===== src/rtl/puc_train_unit_pkg.sv =====
// Shared types and constants for the PUC training/recovery stage.
package puc_train_unit_pkg;

    localparam int unsigned PucAddrWidth = 5;
    localparam int unsigned PucWbusWidth = PucAddrWidth + 2;

    // Value of rst_n that holds the block in reset.
    localparam logic RstEnable = 1'b0;

    // FSM encoding.
    localparam logic [0:0] IDLE     = 1'b0;
    localparam logic [0:0] REDIRECT = 1'b1;

    // Predictor write bus, MSB first: {we, waddr, wdata}.
    typedef struct packed {
        logic                    we;
        logic [PucAddrWidth-1:0] waddr;
        logic                    wdata;
    } puc_wbus_t;

endpackage


===== src/rtl/puc_train_unit_if.sv =====
// Fetch-side record/response, flush, redirect, predictor write and counter bundle.
interface puc_train_unit_if
    import puc_train_unit_pkg::*;
#(
    parameter int unsigned IDX_W = PucAddrWidth,
    parameter int unsigned CNT_W = 32
);
    logic             req_valid_i;
    logic             req_ready_o;
    logic [31:0]      req_pc_i;
    logic             req_pred_uc_i;
    logic             rsp_valid_i;
    logic             rsp_ready_o;
    logic             rsp_uc_i;
    logic             flush_i;
    logic [IDX_W+1:0] puc_wbus_o;
    logic             redirect_valid_o;
    logic [31:0]      redirect_pc_o;
    logic             redirect_ack_i;
    logic [CNT_W-1:0] resolve_cnt_o;
    logic [CNT_W-1:0] mispred_cnt_o;

    // Training unit side.
    modport slave (
        input  req_valid_i, req_pc_i, req_pred_uc_i, rsp_valid_i, rsp_uc_i,
               flush_i, redirect_ack_i,
        output req_ready_o, rsp_ready_o, puc_wbus_o, redirect_valid_o,
               redirect_pc_o, resolve_cnt_o, mispred_cnt_o
    );

    // Fetch / translation side.
    modport master (
        output req_valid_i, req_pc_i, req_pred_uc_i, rsp_valid_i, rsp_uc_i,
               flush_i, redirect_ack_i,
        input  req_ready_o, rsp_ready_o, puc_wbus_o, redirect_valid_o,
               redirect_pc_o, resolve_cnt_o, mispred_cnt_o
    );
endinterface


===== src/rtl/puc_inflight_fifo.sv =====
// In-order FIFO of issued fetch records awaiting their translation result.
module puc_inflight_fifo
    import puc_train_unit_pkg::*;
#(
    parameter int unsigned DEPTH = 4,
    parameter int unsigned WIDTH = 33,
    localparam int unsigned AW    = $clog2(DEPTH),
    localparam int unsigned PTR_W = AW + 1
) (
    input  logic             clk,
    input  logic             rst_n,
    input  logic             clr_i,
    input  logic             push_i,
    input  logic             pop_i,
    input  logic [WIDTH-1:0] wdata_i,
    output logic [WIDTH-1:0] rdata_o,
    output logic             full_o,
    output logic             empty_o,
    output logic [PTR_W-1:0] count_o
);
    logic [PTR_W-1:0] wptr_q, wptr_d;
    logic [PTR_W-1:0] rptr_q, rptr_d;
    logic [WIDTH-1:0] mem_q [DEPTH];
    logic [WIDTH-1:0] mem_d [DEPTH];

    // The extra pointer MSB is a wrap bit telling full apart from empty.
    assign empty_o = (wptr_q == rptr_q);
    assign full_o  = (wptr_q[AW-1:0] == rptr_q[AW-1:0]) && (wptr_q[AW] != rptr_q[AW]);
    assign count_o = wptr_q - rptr_q;
    assign rdata_o = mem_q[rptr_q[AW-1:0]];

    // Pointer/storage update; clear wins over push and pop.
    always_comb begin
        wptr_d = wptr_q;
        rptr_d = rptr_q;
        mem_d  = mem_q;
        if (clr_i) begin
            wptr_d = '0;
            rptr_d = '0;
        end else begin
            if (push_i && !full_o) begin
                mem_d[wptr_q[AW-1:0]] = wdata_i;
                wptr_d = wptr_q + PTR_W'(1);
            end
            if (pop_i && !empty_o) begin
                rptr_d = rptr_q + PTR_W'(1);
            end
        end
    end

    // Pointer registers.
    always_ff @(posedge clk) begin
        if (rst_n == RstEnable) begin
            wptr_q <= '0;
            rptr_q <= '0;
        end else begin
            wptr_q <= wptr_d;
            rptr_q <= rptr_d;
        end
    end

    // Record storage; contents are don't-care while empty.
    always_ff @(posedge clk) begin
        mem_q <= mem_d;
    end
endmodule


===== src/rtl/puc_train_unit.sv =====
// Compares resolved uncache attributes with predictions; trains the predictor and requests refetch.
module puc_train_unit
    import puc_train_unit_pkg::*;
#(
    parameter int unsigned FIFO_DEPTH = 4,
    parameter int unsigned IDX_LSB    = 12,
    parameter int unsigned IDX_W      = PucAddrWidth,
    parameter int unsigned CNT_W      = 32
) (
    input logic          clk,
    input logic          rst_n,
    puc_train_unit_if.slave bus
);
    localparam int unsigned PTR_W = $clog2(FIFO_DEPTH) + 1;
    localparam int unsigned ENT_W = 33;

    logic [0:0]       state_q, state_d;
    logic             req_ready_q, req_ready_d;
    logic             rsp_ready_q, rsp_ready_d;
    logic             redirect_valid_q, redirect_valid_d;
    logic [31:0]      redirect_pc_q, redirect_pc_d;
    logic [IDX_W+1:0] wbus_q, wbus_d;
    logic [CNT_W-1:0] resolve_q, resolve_d;
    logic [CNT_W-1:0] mispred_q, mispred_d;

    logic             push, pop, clr;
    logic [PTR_W-1:0] cnt_next;
    logic [ENT_W-1:0] fifo_rdata;
    logic             fifo_full, fifo_empty;
    logic [PTR_W-1:0] fifo_count;
    logic [31:0]      head_pc;
    logic             head_pred;

    assign head_pc   = fifo_rdata[ENT_W-1:1];
    assign head_pred = fifo_rdata[0];

    puc_inflight_fifo #(
        .DEPTH (FIFO_DEPTH),
        .WIDTH (ENT_W)
    ) u_fifo (
        .clk     (clk),
        .rst_n   (rst_n),
        .clr_i   (clr),
        .push_i  (push),
        .pop_i   (pop),
        .wdata_i ({bus.req_pc_i, bus.req_pred_uc_i}),
        .rdata_o (fifo_rdata),
        .full_o  (fifo_full),
        .empty_o (fifo_empty),
        .count_o (fifo_count)
    );

    // Next state, compare, training pulse, counters and next-cycle ready flags.
    always_comb begin
        state_d       = state_q;
        redirect_pc_d = redirect_pc_q;
        wbus_d        = '0;
        resolve_d     = resolve_q;
        mispred_d     = mispred_q;
        clr           = 1'b0;

        // Flush suppresses any handshake in the same cycle.
        push = bus.req_valid_i && req_ready_q && !fifo_full && !bus.flush_i;
        pop  = bus.rsp_valid_i && rsp_ready_q && !fifo_empty && !bus.flush_i;

        if (bus.flush_i) begin
            state_d = IDLE;
            clr     = 1'b1;
        end else begin
            case (state_q)
                IDLE: begin
                    if (pop && (bus.rsp_uc_i != head_pred)) begin
                        state_d       = REDIRECT;
                        redirect_pc_d = head_pc;
                        wbus_d        = {1'b1, head_pc[IDX_LSB +: IDX_W], bus.rsp_uc_i};
                        if (mispred_q != '1) begin
                            mispred_d = mispred_q + CNT_W'(1);
                        end
                    end
                end
                REDIRECT: begin
                    // Every younger record is wrong-path once the refetch is taken.
                    if (bus.redirect_ack_i) begin
                        state_d = IDLE;
                        clr     = 1'b1;
                    end
                end
                default: state_d = IDLE;
            endcase
        end

        if (pop && (resolve_q != '1)) begin
            resolve_d = resolve_q + CNT_W'(1);
        end

        cnt_next         = clr ? '0 : (fifo_count + PTR_W'(push) - PTR_W'(pop));
        req_ready_d      = (state_d == IDLE) && (cnt_next != PTR_W'(FIFO_DEPTH));
        rsp_ready_d      = (state_d == IDLE) && (cnt_next != '0);
        redirect_valid_d = (state_d == REDIRECT);
    end

    // State and output registers.
    always_ff @(posedge clk) begin
        if (rst_n == RstEnable) begin
            state_q          <= IDLE;
            req_ready_q      <= 1'b1;
            rsp_ready_q      <= 1'b0;
            redirect_valid_q <= 1'b0;
            redirect_pc_q    <= '0;
            wbus_q           <= '0;
            resolve_q        <= '0;
            mispred_q        <= '0;
        end else begin
            state_q          <= state_d;
            req_ready_q      <= req_ready_d;
            rsp_ready_q      <= rsp_ready_d;
            redirect_valid_q <= redirect_valid_d;
            redirect_pc_q    <= redirect_pc_d;
            wbus_q           <= wbus_d;
            resolve_q        <= resolve_d;
            mispred_q        <= mispred_d;
        end
    end

    assign bus.req_ready_o      = req_ready_q;
    assign bus.rsp_ready_o      = rsp_ready_q;
    assign bus.redirect_valid_o = redirect_valid_q;
    assign bus.redirect_pc_o    = redirect_pc_q;
    assign bus.puc_wbus_o       = wbus_q;
    assign bus.resolve_cnt_o    = resolve_q;
    assign bus.mispred_cnt_o    = mispred_q;
endmodule


===== src/flat_wrapper.sv =====
// flat-port wrapper written by rule: the top's interface ports become plain ports
module puc_train_unit_flat import puc_train_unit_pkg::*;
#(
    parameter int unsigned FIFO_DEPTH = 4,
    parameter int unsigned IDX_LSB    = 12,
    parameter int unsigned IDX_W      = PucAddrWidth,
    parameter int unsigned CNT_W      = 32
)
  (clk, rst_n, bus_req_valid_i, bus_req_pc_i, bus_req_pred_uc_i, bus_rsp_valid_i, bus_rsp_uc_i, bus_flush_i, bus_redirect_ack_i, bus_req_ready_o, bus_rsp_ready_o, bus_puc_wbus_o, bus_redirect_valid_o, bus_redirect_pc_o, bus_resolve_cnt_o, bus_mispred_cnt_o);
  puc_train_unit_if #(.IDX_W(IDX_W), .CNT_W(CNT_W)) bus_i ();
  input logic clk;
  input logic rst_n;
  input wire logic [$bits(bus_i.req_valid_i)-1:0] bus_req_valid_i;
  input wire logic [$bits(bus_i.req_pc_i)-1:0] bus_req_pc_i;
  input wire logic [$bits(bus_i.req_pred_uc_i)-1:0] bus_req_pred_uc_i;
  input wire logic [$bits(bus_i.rsp_valid_i)-1:0] bus_rsp_valid_i;
  input wire logic [$bits(bus_i.rsp_uc_i)-1:0] bus_rsp_uc_i;
  input wire logic [$bits(bus_i.flush_i)-1:0] bus_flush_i;
  input wire logic [$bits(bus_i.redirect_ack_i)-1:0] bus_redirect_ack_i;
  output wire logic [$bits(bus_i.req_ready_o)-1:0] bus_req_ready_o;
  output wire logic [$bits(bus_i.rsp_ready_o)-1:0] bus_rsp_ready_o;
  output wire logic [$bits(bus_i.puc_wbus_o)-1:0] bus_puc_wbus_o;
  output wire logic [$bits(bus_i.redirect_valid_o)-1:0] bus_redirect_valid_o;
  output wire logic [$bits(bus_i.redirect_pc_o)-1:0] bus_redirect_pc_o;
  output wire logic [$bits(bus_i.resolve_cnt_o)-1:0] bus_resolve_cnt_o;
  output wire logic [$bits(bus_i.mispred_cnt_o)-1:0] bus_mispred_cnt_o;
  assign bus_i.req_valid_i = bus_req_valid_i;
  assign bus_i.req_pc_i = bus_req_pc_i;
  assign bus_i.req_pred_uc_i = bus_req_pred_uc_i;
  assign bus_i.rsp_valid_i = bus_rsp_valid_i;
  assign bus_i.rsp_uc_i = bus_rsp_uc_i;
  assign bus_i.flush_i = bus_flush_i;
  assign bus_i.redirect_ack_i = bus_redirect_ack_i;
  assign bus_req_ready_o = bus_i.req_ready_o;
  assign bus_rsp_ready_o = bus_i.rsp_ready_o;
  assign bus_puc_wbus_o = bus_i.puc_wbus_o;
  assign bus_redirect_valid_o = bus_i.redirect_valid_o;
  assign bus_redirect_pc_o = bus_i.redirect_pc_o;
  assign bus_resolve_cnt_o = bus_i.resolve_cnt_o;
  assign bus_mispred_cnt_o = bus_i.mispred_cnt_o;
  puc_train_unit #(.FIFO_DEPTH(FIFO_DEPTH), .IDX_LSB(IDX_LSB), .IDX_W(IDX_W), .CNT_W(CNT_W)) u_core (.clk(clk), .rst_n(rst_n), .bus(bus_i));
endmodule

===== config.mk =====
export PLATFORM = sky130hd
export DESIGN_NAME = puc_train_unit_flat
export DESIGN_NICKNAME = d
export VERILOG_FILES = /design/src/rtl/puc_train_unit_pkg.sv /design/src/rtl/puc_train_unit_if.sv /design/src/rtl/puc_inflight_fifo.sv /design/src/rtl/puc_train_unit.sv /design/src/flat_wrapper.sv
export SDC_FILE = /design/constraint.sdc
export NUM_CORES = 1
export LEC_CHECK = 0
export ABC_AREA = 1
export CORE_MARGIN = 3
export CORE_UTILIZATION = 55
export DETAILED_ROUTE_END_ITERATION = 12
export GPL_ROUTABILITY_DRIVEN = 0
export HOLD_SLACK_MARGIN = 0.02
export PLACE_DENSITY = 0.8
export SLEW_MARGIN = 20
export SYNTH_ARGS = -nofsm -noshare
export SYNTH_HDL_FRONTEND = slang
export SYNTH_SLANG_ARGS = --single-unit

===== constraint.sdc =====
create_clock -name clk -period 3.3 [get_ports clk]
set_input_delay 0.495 -clock clk [delete_from_list [all_inputs] [get_ports clk]]
set_output_delay 0.495 -clock clk [all_outputs]
set_load 0.005 [all_outputs]

* Word level (Yosys, flattened, before mapping)
Cells that the tools add are included. Widths: inputs -> output; s select.
Word-level totals: bits in registers 244, output and inout bits 106
Operators by class: $add $sub $neg 7, $lt $le $gt $ge 3, eq/ne operators 7, multiplexer cells 15, bitwise logic cells 8, reductions and logical operators 24
Operator list (count):
- $bwmux 132 | 1
- $mux 33 | 3
- $bmux 33 s2 | 1
- $demux 33 s2 | 1
- $add 32x1->32 const B | 2
- $ne 32x32->1 const B | 2
- $logic_and 1x1->1 | 14
- $mux 7 | 1
- $add 3x1->3 const B | 2
- $ge 3x3->1 const B | 2
- $mux 1 | 6
- $not 1->1 | 6
- $not 2->3 | 2
- $reduce_and 4->1 | 1
- $reduce_or 4->1 | 1
- $add 3x1->3 | 1
- $eq 3x3->1 | 1
- $logic_not 1->1 | 3
- $lt 3x1->1 const B | 1
- $mux 3 | 1
- $ne 3x3->1 const B | 1
- $reduce_and 3->1 | 1
- $reduce_bool 3->1 | 1
- $reduce_or 3->1 | 1
- 7 further kinds | 8

* Longest topological paths before layout
word-level depth 11, depth in mapped cells 16, depth with buffers taken out 15

* By module
From an unflattened synthesis, not the netlist that was laid out.
Unflattened totals: cell total of the unflattened synthesis 1242, area, all modules 10934.2 µm²
By module, submodules not included:
- puc_train_unit | instances 1, cells an instance 850, area each 5504.0 µm²
- puc_inflight_fifo | instances 1, cells an instance 392, area each 5430.2 µm²

* Least setup slack after synthesis
OpenSTA, ideal clock, no wires.
path kind register to register, from register u_core.u_fifo.rptr_q[1], to register u_core.u_fifo.mem_q[0] in the netlist's numbering (enable), library setup time 423 ps, arrival 2482 ps, required time 2877 ps, setup slack 395 ps, cell stages (with the launch flop) 10, buffers on the path 1, cells stage by stage dfxtp_1 buf_2 inv_2 nand2_1 nand2_1 nand3b_1 nand2_1 inv_1 nand2_1 nor2_1
On the way: cells in the longest elaborated chain, start to end 7
Ends and longest elaborated chain:
- start: declaration | line puc_inflight_fifo.sv:22 | logic [PTR_W-1:0] rptr_q, rptr_d;
- start signal: assignment | line puc_inflight_fifo.sv:58 | rptr_q <= rptr_d;
- $eq 2x2->1 * | line puc_inflight_fifo.sv:28 | assign full_o = (wptr_q[AW-1:0] == rptr_q[AW-1:0]) && (wptr_q[AW] != rptr_q[AW]);
- $logic_and 1x1->1 * | line puc_inflight_fifo.sv:28
- $logic_not 1->1 * | line puc_inflight_fifo.sv:41, puc_train_unit.sv:63
- $logic_and 1x1->1 (2 in series) | line puc_train_unit.sv:63 | push = bus.req_valid_i && req_ready_q && !fifo_full && !bus.flush_i;
- $logic_and 1x1->1 * | line puc_inflight_fifo.sv:41 | if (push_i && !full_o) begin
- $reduce_and 2->1 (no source line) *
- end signal: assignment | line puc_inflight_fifo.sv:64 | mem_q <= mem_d;
- end: declaration | line puc_inflight_fifo.sv:23 | logic [WIDTH-1:0] mem_q [DEPTH];
Every way passes the cells marked *; elsewhere a longest branch is shown, timed or not. A chain may end at the register's enable or synchronous reset.

* Final worst setup path
from register u_core.u_fifo.rptr_q[1], to register u_core.rsp_ready_q (netlist: u_core.bus.rsp_ready_o)
On the way: cells in the longest elaborated chain, start to end 11, elaborated cells on any way between the ends 25, classes of those cells add/sub (3); eq/ne (3); mux (7); bitwise (2); reduce/logical (10)
Ends and longest elaborated chain:
- branches (longest 10 deep; another with $sub 3x3->3)
- $logic_and 1x1->1 * | line puc_train_unit.sv:98 | rsp_ready_d = (state_d == IDLE) && (cnt_next != '0);
- end signal: assignment | line puc_train_unit.sv:116 | rsp_ready_q <= rsp_ready_d;
- end: declaration | line puc_train_unit.sv:19 | logic rsp_ready_q, rsp_ready_d;
Every way passes the cells marked *. The select of a mux whose other input is x is not followed.

==> summary.txt <==
Synthesis
  • Number of synthesized flops with an enable pin: roughly 130
  • Sequential share of the synthesized area: 0.567
  • Syn Std Cell Area: roughly 11000 µm²
  • Synth warn: 0
  • Net count after synthesis: 1337
  • Async set or reset register ratio after synthesis: 0
  • Yosys reg bits: 244
  • Top FF cell, synth: edfxtp_1
  • Syn Area/Cell: between 8 and 9 µm²
  • Gate Count Post-Synth: between 1000 and 1500
  • Netlist cell types: 31

STA
  • Final hold violation count: 0
  • Tcrit/Tclk final: 0.803
  • Setup TNS: 0 ns
  • Final setup fails: 0
  • RSZ-0062 raised after global routing: no
  • Final Max Slew Viols: 0
  • Final hold slack: about 0.47 ns
  • Least-Margin Pin Slew: between 0.7 and 0.8 ns
  • Tmin final: 2.65 ns
  • Slew margin rel.: 0.531
  • Fmax: between 0.3 and 0.4 GHz
  • Clock skew: approximately 0.015 ns

Power and ir drop
  • Int Pwr: slightly above 5000 µW
  • Psw: between 1000 and 1500 µW
  • P_leak: about 0.0049 µW
  • Total power: between 6000 and 7000 µW
  • Clock Power Share: 0.472
  • Seq pwr share: 0.505
  • Power Density: about 470 nW/µm²
  • Sw Share: 0.201
  • Combinational cell fraction of total power: 0.024
  • Maximum vdd drop: around 410 µV

GRT
  • Initial antenna violation count: 0
  • Gr ovfl total: 0
  • Vias in the first global route: approximately 8700
  • Largest net degree at the start of global routing: 69
  • First-pass GRT wire length: 43.3 mm
  • GRT Total Usage: 0.241

Cells and area
  • Final nets: between 1000 and 1500
  • Most common cell after layout, fill and taps aside: nand2_1
  • Area grow syn2layout: 24.0%
  • Fin util: 0.709
  • Share of cells above drive strength 1: 0.0547
  • # diodes: 0
  • Most frequent cells in the layout: nand2_1, nor2_1, clkdlybuf4s50_1

Setup path
  • Worst setup SP type: flop
  • CP endpoint kind: flop
  • Number of buffers and inverters on the critical path: 3
  • CP required: about 3.8 ns
  • Family with the most delay on the worst path: adder cells
  • Largest stage delay on the critical path: between 0.5 and 0.6 ns
  • Critical path class: reg -> reg
  • CP Max Fanout: 10
  • Cell Chain, Critical Path: inv_2, nand2_1, nand2_1, nand3_2, nand2_4, fa_1, inv_1, fa_1, inv_1, ha_1, xnor2_1, xor2_1, o21ai_0, nor3_1
  • CP arrival: between 3 and 4 ns
  • Slowest stage cell, crit path: dfxtp_1

Detailed routing
  • WL per Instance: around 16 µm
  • Vias per inst: 5.44
  • Total number of vias: 9267
  • Drt drc: 0
  • Antenna Violating Nets Remaining: 0
  • DR iter-0 viols: roughly 800
  • DRT Pass-1 Iters: 6
  • WL final: about 27 mm

Clock tree
  • CTS tree: done
  • Number of buffers created by CTS: 26
  • Post-CTS Hold Buffers: 0
  • Clk slew on worst S/H paths: ~0.060 ns
  • H-tree depth: 1
  • Clk buf depth: 3
  • Resize count post-CTS: 0
  • Clk root buf: clkbuf_16
  • Clock latency on the worst-skew pair: 0.54 ns
  • CTS sink cnt: 244
  • # Post-CTS Setup Buffers: 0

Min path
  • HP Class: reg -> reg

Placed design
  • Count of input and output buffers: 145
  • Hpwl dp: between 15 and 20 mm

Floorplanning
  • Die W: 147 µm
  • Die Y: around 150 µm
  • Cell Rows: 50
  • Core footprint: around 19000 µm²
  • # IOs: ~150
  • Die area: between 20000 and 25000 µm²
  • Initial core utilization: 0.572

Job
  • Max-Cap Viols: 0

Status
  • Status: finished clean
## layer usage
layer | global-route usage | part of all wire
met1 | 0.315 | 0.42
met2 | 0.420 | 0.49
met3 | 0.0447 | 0.071
met4 | 0.0582 | 0.021
met5 | 0 | 0
## power by group through the flow
stage / clock network (µW) / logic (µW) / registers (µW)
5_1_grt: 3200 / 164 / 3220
3_3_place_gp: 0 / 144 / 3290
3_5_place_dp: 0 / 149 / 3290
4_1_cts: 3050 / 151 / 3220
2_1_floorplan: 0 / 56.1 / 3290
6_report: 3010 / 151 / 3220
## path summary, 6_finish.rpt
kind	from	endpoint	slack [ns]	cells after the start
hold / removal	u_core.bus.redirect_pc_o[5]	u_core.bus.redirect_pc_o[5]	0.47	2
setup / recovery	u_core.u_fifo.rptr_q[1]	u_core.bus.rsp_ready_o	0.65	14
hold reg to reg	u_core.bus.redirect_pc_o[5]	u_core.bus.redirect_pc_o[5]	0.47	2
setup reg to reg	u_core.u_fifo.rptr_q[1]	u_core.bus.rsp_ready_o	0.65	14
## worst register-to-register path, stage by stage, from the launching register on
cell     delay [ns]
dfxtp_1        0.51
inv_2          0.06
nand2_1        0.06
nand2_1        0.09
nand3_2        0.11
nand2_4        0.09
fa_1           0.37
inv_1          0.08
fa_1           0.40
inv_1          0.07
ha_1           0.15
xnor2_1        0.13
xor2_1         0.19
o21ai_0        0.11
nor3_1         0.15
## Yosys cell counts, types with 14 or more instances
cell type  count  area share
nand2_1      382        0.13
nor2_1       183       0.063
edfxtp_1     132        0.36
dfxtp_1      112        0.20
o21ai_0       82       0.037
inv_1         73       0.025
nand3_1       70       0.032
a21oi_1       67       0.031
clkbuf_1      27      0.0093
o22ai_1       27       0.015
nand3b_1      25       0.017
nand4_1       20       0.011
nor3_1        14      0.0064
## metrics by stage
step	setup WS (ns)	cells	cell area, µm²
4_1_cts	0.633	1703	13600
2_1_floorplan	0.395	1286	10900
3_5_place_dp	0.234	1656	12700
6_report	0.650	1703	13600
3_3_place_gp	0.297	1656	12700
5_1_grt	0.364	1703	13600
## flip-flops by register name, indices dropped and copies added (netlist names), 3 cells and up
| name | count |
|---|---|
| u_core.bus.mispred_cnt_o | 32 |
| u_core.bus.resolve_cnt_o | 32 |
| u_core.bus.redirect_pc_o | 32 |
| u_core.u_fifo.rptr_q | 3 |
| u_core.u_fifo.wptr_q | 3 |
| u_core.bus.puc_wbus_o | 7 |
| u_core.u_fifo.mem_q | 132 |
## cells by family (layout without fill, tap and decap cells)
family,Yosys count,in the layout,share of synthesized area
buf+inv,128,285,0.0487
compound gates,176,176,0.0835
fa+ha+maj,11,11,0.0139
xor+xnor,20,20,0.0160
simple gates,707,707,0.271
flops,244,244,0.567
## layout make-up
class                   count  area (µm²)
inverters                  78         294
clock buffers              36         748
fillers                  1506        5560
repair buffers            160        1610
flip-flops and latches    244        6210
clock inverters            11         156
well taps                 260         325
multi-input cells         914        4240
No activity file was read; power rests on OpenSTA's default activity.
